$ cat src/rtl/hazard_ctrl_pkg.sv
// Shared definitions for the ID-stage hazard controller: instruction class codes,
// next-PC source encodings, statistics counter width and a saturating increment.
package hazard_ctrl_pkg;

  typedef enum logic [7:0] {
    CLS_NOP  = 8'd0,
    CLS_ADD  = 8'd1,
    CLS_SUB  = 8'd2,
    CLS_AND  = 8'd3,
    CLS_OR   = 8'd4,
    CLS_SLL  = 8'd5,
    CLS_SRL  = 8'd6,
    CLS_SRA  = 8'd7,
    CLS_ADDI = 8'd8,
    CLS_ANDI = 8'd9,
    CLS_ORI  = 8'd10,
    CLS_LW   = 8'd11,
    CLS_SW   = 8'd12,
    CLS_BEQ  = 8'd13,
    CLS_BNE  = 8'd14,
    CLS_J    = 8'd15
  } cls_e;

  localparam logic [1:0] PC_SEQ    = 2'b00;
  localparam logic [1:0] PC_BRANCH = 2'b01;
  localparam logic [1:0] PC_JUMP   = 2'b10;

  localparam int CNT_W = 16;

  function automatic logic [CNT_W-1:0] sat_inc(input logic [CNT_W-1:0] v);
    return (&v) ? v : v + 1'b1;
  endfunction

endpackage

$ cat src/rtl/hz_regdecode.sv
// Combinational source/destination register extraction driven by the class code.
// Register 0 is never reported as a source or a destination.
module hz_regdecode
  import hazard_ctrl_pkg::*;
(
  input  logic [31:0] instr,
  input  logic [7:0]  instr_type,
  output logic        rs_use,
  output logic        rt_use,
  output logic [4:0]  rs,
  output logic [4:0]  rt,
  output logic        dest_valid,
  output logic [4:0]  dest
);

  logic rs_rd;
  logic rt_rd;
  logic wr_rd;
  logic wr_rt;
  logic unused_bits;

  assign unused_bits = ^{instr[31:26], instr[10:0]};

  always_comb begin
    rs_rd = 1'b0;
    rt_rd = 1'b0;
    wr_rd = 1'b0;
    wr_rt = 1'b0;
    case (instr_type)
      CLS_ADD, CLS_SUB, CLS_AND, CLS_OR: begin
        rs_rd = 1'b1;
        rt_rd = 1'b1;
        wr_rd = 1'b1;
      end
      CLS_SLL, CLS_SRL, CLS_SRA: begin
        rt_rd = 1'b1;
        wr_rd = 1'b1;
      end
      CLS_ADDI, CLS_ANDI, CLS_ORI, CLS_LW: begin
        rs_rd = 1'b1;
        wr_rt = 1'b1;
      end
      CLS_SW, CLS_BEQ, CLS_BNE: begin
        rs_rd = 1'b1;
        rt_rd = 1'b1;
      end
      default: ;
    endcase
  end

  assign rs         = instr[25:21];
  assign rt         = instr[20:16];
  assign rs_use     = rs_rd && (rs != 5'd0);
  assign rt_use     = rt_rd && (rt != 5'd0);
  assign dest       = wr_rd ? instr[15:11] : instr[20:16];
  assign dest_valid = (wr_rd || wr_rt) && (dest != 5'd0);

endmodule

$ cat src/rtl/hazard_ctrl.sv
// Load-use/RAW interlock for a forwarding-free pipeline: tracks EX/MEM destinations,
// stalls dependent ID instructions, and steers PC/flushes for taken branches and jumps.
module hazard_ctrl
  import hazard_ctrl_pkg::*;
(
  input  logic             CCLK,
  input  logic             rst,
  input  logic             id_valid,
  input  logic [31:0]      id_instr,
  input  logic [7:0]       id_type,
  input  logic             br_taken,
  output logic             stall,
  output logic             flush_ifid,
  output logic             flush_idex,
  output logic [1:0]       pc_sel,
  output logic [CNT_W-1:0] stall_cnt,
  output logic [CNT_W-1:0] flush_cnt
);

  logic             rs_use, rt_use, dest_valid;
  logic [4:0]       rs, rt, dest;
  logic             ex_valid_q, ex_valid_d, mem_valid_q, mem_valid_d;
  logic [4:0]       ex_dest_q, ex_dest_d, mem_dest_q, mem_dest_d;
  logic [CNT_W-1:0] stall_cnt_q, stall_cnt_d, flush_cnt_q, flush_cnt_d;
  logic             hz_rs, hz_rt, hazard, advance;

  hz_regdecode u_id_decode (
    .instr      (id_instr),
    .instr_type (id_type),
    .rs_use     (rs_use),
    .rt_use     (rt_use),
    .rs         (rs),
    .rt         (rt),
    .dest_valid (dest_valid),
    .dest       (dest)
  );

  // WB writes before the register file is read, so only EX and MEM producers block.
  assign hz_rs  = rs_use && ((ex_valid_q && ex_dest_q == rs) || (mem_valid_q && mem_dest_q == rs));
  assign hz_rt  = rt_use && ((ex_valid_q && ex_dest_q == rt) || (mem_valid_q && mem_dest_q == rt));
  assign hazard = id_valid && (hz_rs || hz_rt);

  always_comb begin
    stall      = 1'b0;
    flush_ifid = 1'b0;
    flush_idex = 1'b0;
    pc_sel     = PC_SEQ;
    advance    = 1'b0;
    if (rst) begin
      if (br_taken) begin
        flush_ifid = 1'b1;
        flush_idex = 1'b1;
        pc_sel     = PC_BRANCH;
      end else begin
        stall      = hazard;
        flush_idex = hazard;
        if (id_valid && !hazard) begin
          advance = 1'b1;
          if (id_type == CLS_J) begin
            pc_sel     = PC_JUMP;
            flush_ifid = 1'b1;
          end
        end
      end
    end
  end

  always_comb begin
    ex_valid_d  = advance && dest_valid;
    ex_dest_d   = dest;
    mem_valid_d = ex_valid_q;
    mem_dest_d  = ex_dest_q;
    stall_cnt_d = stall ? sat_inc(stall_cnt_q) : stall_cnt_q;
    flush_cnt_d = flush_ifid ? sat_inc(flush_cnt_q) : flush_cnt_q;
  end

  always_ff @(posedge CCLK or negedge rst) begin
    if (!rst) begin
      ex_valid_q  <= 1'b0;
      ex_dest_q   <= 5'd0;
      mem_valid_q <= 1'b0;
      mem_dest_q  <= 5'd0;
      stall_cnt_q <= '0;
      flush_cnt_q <= '0;
    end else begin
      ex_valid_q  <= ex_valid_d;
      ex_dest_q   <= ex_dest_d;
      mem_valid_q <= mem_valid_d;
      mem_dest_q  <= mem_dest_d;
      stall_cnt_q <= stall_cnt_d;
      flush_cnt_q <= flush_cnt_d;
    end
  end

  assign stall_cnt = stall_cnt_q;
  assign flush_cnt = flush_cnt_q;

endmodule

$ cat config.mk
export PLATFORM = sky130hd
export DESIGN_NAME = hazard_ctrl
export DESIGN_NICKNAME = d
export VERILOG_FILES = /design/src/rtl/hazard_ctrl_pkg.sv /design/src/rtl/hz_regdecode.sv /design/src/rtl/hazard_ctrl.sv
export SDC_FILE = /design/constraint.sdc
export NUM_CORES = 1
export LEC_CHECK = 0
export BUFFER_PORTS_ARGS = -buffer_cell sky130_fd_sc_hd__buf_4
export CAP_MARGIN = 5
export CORE_MARGIN = 2
export CORE_UTILIZATION = 50
export CTS_CLUSTER_DIAMETER = 100
export DETAILED_ROUTE_END_ITERATION = 6
export PLACE_DENSITY = 0.8
export SYNTH_ARGS = -nofsm -noshare
export SYNTH_HDL_FRONTEND = slang
export SYNTH_SLANG_ARGS = --single-unit
export TNS_END_PERCENT = 100
$ cat constraint.sdc
create_clock -name CCLK -period 2.5 [get_ports CCLK]
set_input_delay 0.125 -clock CCLK [delete_from_list [all_inputs] [get_ports CCLK]]
set_output_delay 0.125 -clock CCLK [all_outputs]
set_load 0.005 [all_outputs]
==> metrics.txt <==
status=finished clean; vias per cell=5.44; initial core utilization=52.1%; kind of cell adding the most delay to the critical path=simple AND/OR/NAND/NOR gates; final setup fails=0; Max-cap violations=0; H-Tree Depth=2; layout cells sized above 1=between 30 and 40%; upper clock frequency limit=0.478 GHz; Routed Wire Length=5210 µm; post-synth top area share=48.2%; P&R area growth vs syn=29.2%; unrepaired setup endpoints after global routing=false; CTS tree=yes; post-route clock skew=6.07 ps; max incr delay on CP=520 ps; Die H=about 70 µm; Core Rows=24; #FFs+latches synth=44; CP bufs+invs=1; CP Cell Sequence=and4_1 > nand4_1 > o31ai_2 > inv_1 > and2_1 > xor2_1; Final Util=67.4%; latest clock arrival within the worst-skew pair=290 ps; syn_area_per_cell=10.5 µm²; initial DRC count=103; initial antenna violation count=0; synth unique cells=35; Num CTS Buffers=5; Hold Vio Cnt, Final=0; Hold Slack=72.5 ps; clock sinks=44; max_slew headroom=a little over three fifths; Detail Route Antenna Nets=0; CTS Buffer Depth=2; gp weighted congestion=around 0.8; Core ar.=4380 µm²; R2R cell count=6; Crit path depth=6; setup_tns=0 ps; die width=71.6 µm; ANT cells=0; Final nets=338; synthesized area=2280 µm²; Req. time, crit path=2680 ps; Resized Gates After CTS=0; I/O pins=just over 80; crit path max fanout=6; Post-Syn Instances=217; Root Buffer=clkbuf_8; gr usage total=21.6%; top post-synthesis cells by count=44 x dfrtp_1, 28 x xnor2_1, 21 x xor2_1; WS Path Type=reg -> reg; Min-Delay Path Class=in -> reg; Clock transition at path regs=80 ps; dpl hpwl=3950 µm; actual slew at the worst max-slew pin=553 ps; worst vdd ir=0.000429 V; net count after synthesis=approximately 260; Final Max Slew Viols=0; Pleak=1.44 nW; first-pass GRT wire length=8650 µm; pin count of the biggest net entering global routing=45; IO buf count=63; PD cells=515 nW/µm²; fin crit period=2090 ps; DR WL/cell=15.1 µm; cell taking the most area after synthesis=dfrtp_1; grt total ovfl=0; register area share after synthesis=about half; crit start category=flop; top_reg_cell synth=dfrtp_1; Die ar.=about 5000 µm²; hold buffer count at cts=1; vias in the first global route=around 1900; top-count cell post-synth=dfrtp_1; Via Count=1877; YS warnings=0; ys async rst share=100%; hold path cells=2; Initial DRT Pass Iterations=4; Post-synth EDFFs=0; Post-CTS Setup Bufs=0; # DRC=0; Tcrit/Tclk final=83.8%; CP endpoint kind=flop; WP data arrival=2270 ps; largest cells by area after synthesis=dfrtp_1 48%, xnor2_1 11%, xor2_1 8.1%; CP max stage cell=o31ai_2
[flip-flops by register name, indices dropped and copies added, names as in the netlist]
register     count
stall_cnt       16
ex_valid_q       1
ex_dest_q        5
flush_cnt       16
mem_dest_q       5
mem_valid_q      1
[cell usage in the layout (no fill, tap or decap), types with 2 or more instances in the layout]
cell type | synthesis | layout
a2111oi_1 | 2 | 2
a21oi_1 | 3 | 3
and2_1 | 2 | 2
and3_1 | 4 | 4
and4_1 | 2 | 2
buf_4 | 0 | 69
clkbuf_1 | 1 | 2
clkbuf_8 | 0 | 6
dfrtp_1 | 44 | 44
ha_1 | 2 | 2
inv_1 | 6 | 6
mux2_2 | 6 | 6
nand2_1 | 20 | 20
nand3_1 | 15 | 15
nand4_1 | 9 | 9
nor2_1 | 16 | 16
nor3_1 | 11 | 11
nor3_2 | 3 | 3
nor4_1 | 2 | 2
nor4b_1 | 2 | 2
o21ai_0 | 2 | 2
o22ai_1 | 2 | 2
or4_1 | 2 | 2
xnor2_1 | 28 | 28
xor2_1 | 21 | 21
[power breakdown]
| part | total [mW] | switching [mW] | internal [mW] |
|---|---|---|---|
| Clock | 0.457 | 0.232 | 0.226 |
| Sequential | 0.817 | 0.0576 | 0.759 |
| Combinational | 0.248 | 0.106 | 0.142 |
| Total | 1.52 | 0.395 | 1.13 |
[routing by layer]
metal  share of wire, %  track usage, %  wire, µm  vias up
met3                4.8            5.06       248        6
met4                1.1            7.97        55        0
met2                 52            36.2      2700       49
li1                   -               -         -      906
met1                 42            27.3      2200      916
met5                  0               0         0        -
[through the flow]
| stage | area (µm²) | instances | worst slack (ps) | total power, mW |
|---|---|---|---|---|
| finish | 2950 | 345 | 406 | 1.52 |
| global route | 2950 | 345 | 307 | 1.59 |
| CTS | 2950 | 345 | 441 | 1.54 |
| detailed placement | 2850 | 336 | 277 | 1.08 |
| global placement | 2850 | 336 | 325 | 1.07 |
| floorplan | 2280 | 217 | 547 | 0.928 |
[area by class of cell]
class	count	area, µm²
clock buffers	8	90.1
fillers	382	1430
inverters	6	22.5
multi-input cells	165	1150
flip-flops and latches	44	1100
well taps	52	65.1
repair buffers	70	528
[kinds of logic (layout without fill, tap and decap cells)]
kind of cell	Yosys count	after routing	synth area share, %
adders and majority gates	3	3	1.53
muxes	6	6	2.96
xor gates and xnor gates	49	49	18.8
and+or+nand+nor	93	93	21.6
AOI/OAI and AO/OA	14	14	5.26
buffers and inverters	8	84	1.64
DFF	44	44	48.2
[path summary, 6_finish.rpt]
check | startpoint | slack [ps] | to
max in group asynchronous | rst | 1650 | flush_cnt[2]
max | flush_cnt[7] | 410 | flush_cnt[4]
max reg2reg | flush_cnt[7] | 410 | flush_cnt[4]
min in group asynchronous | rst | 480 | stall_cnt[12]
min reg2reg | ex_valid_q | 430 | mem_valid_q
min | id_instr[13] | 70 | ex_dest_q[2]
Note: power is estimated with default switching activity, not from simulation.
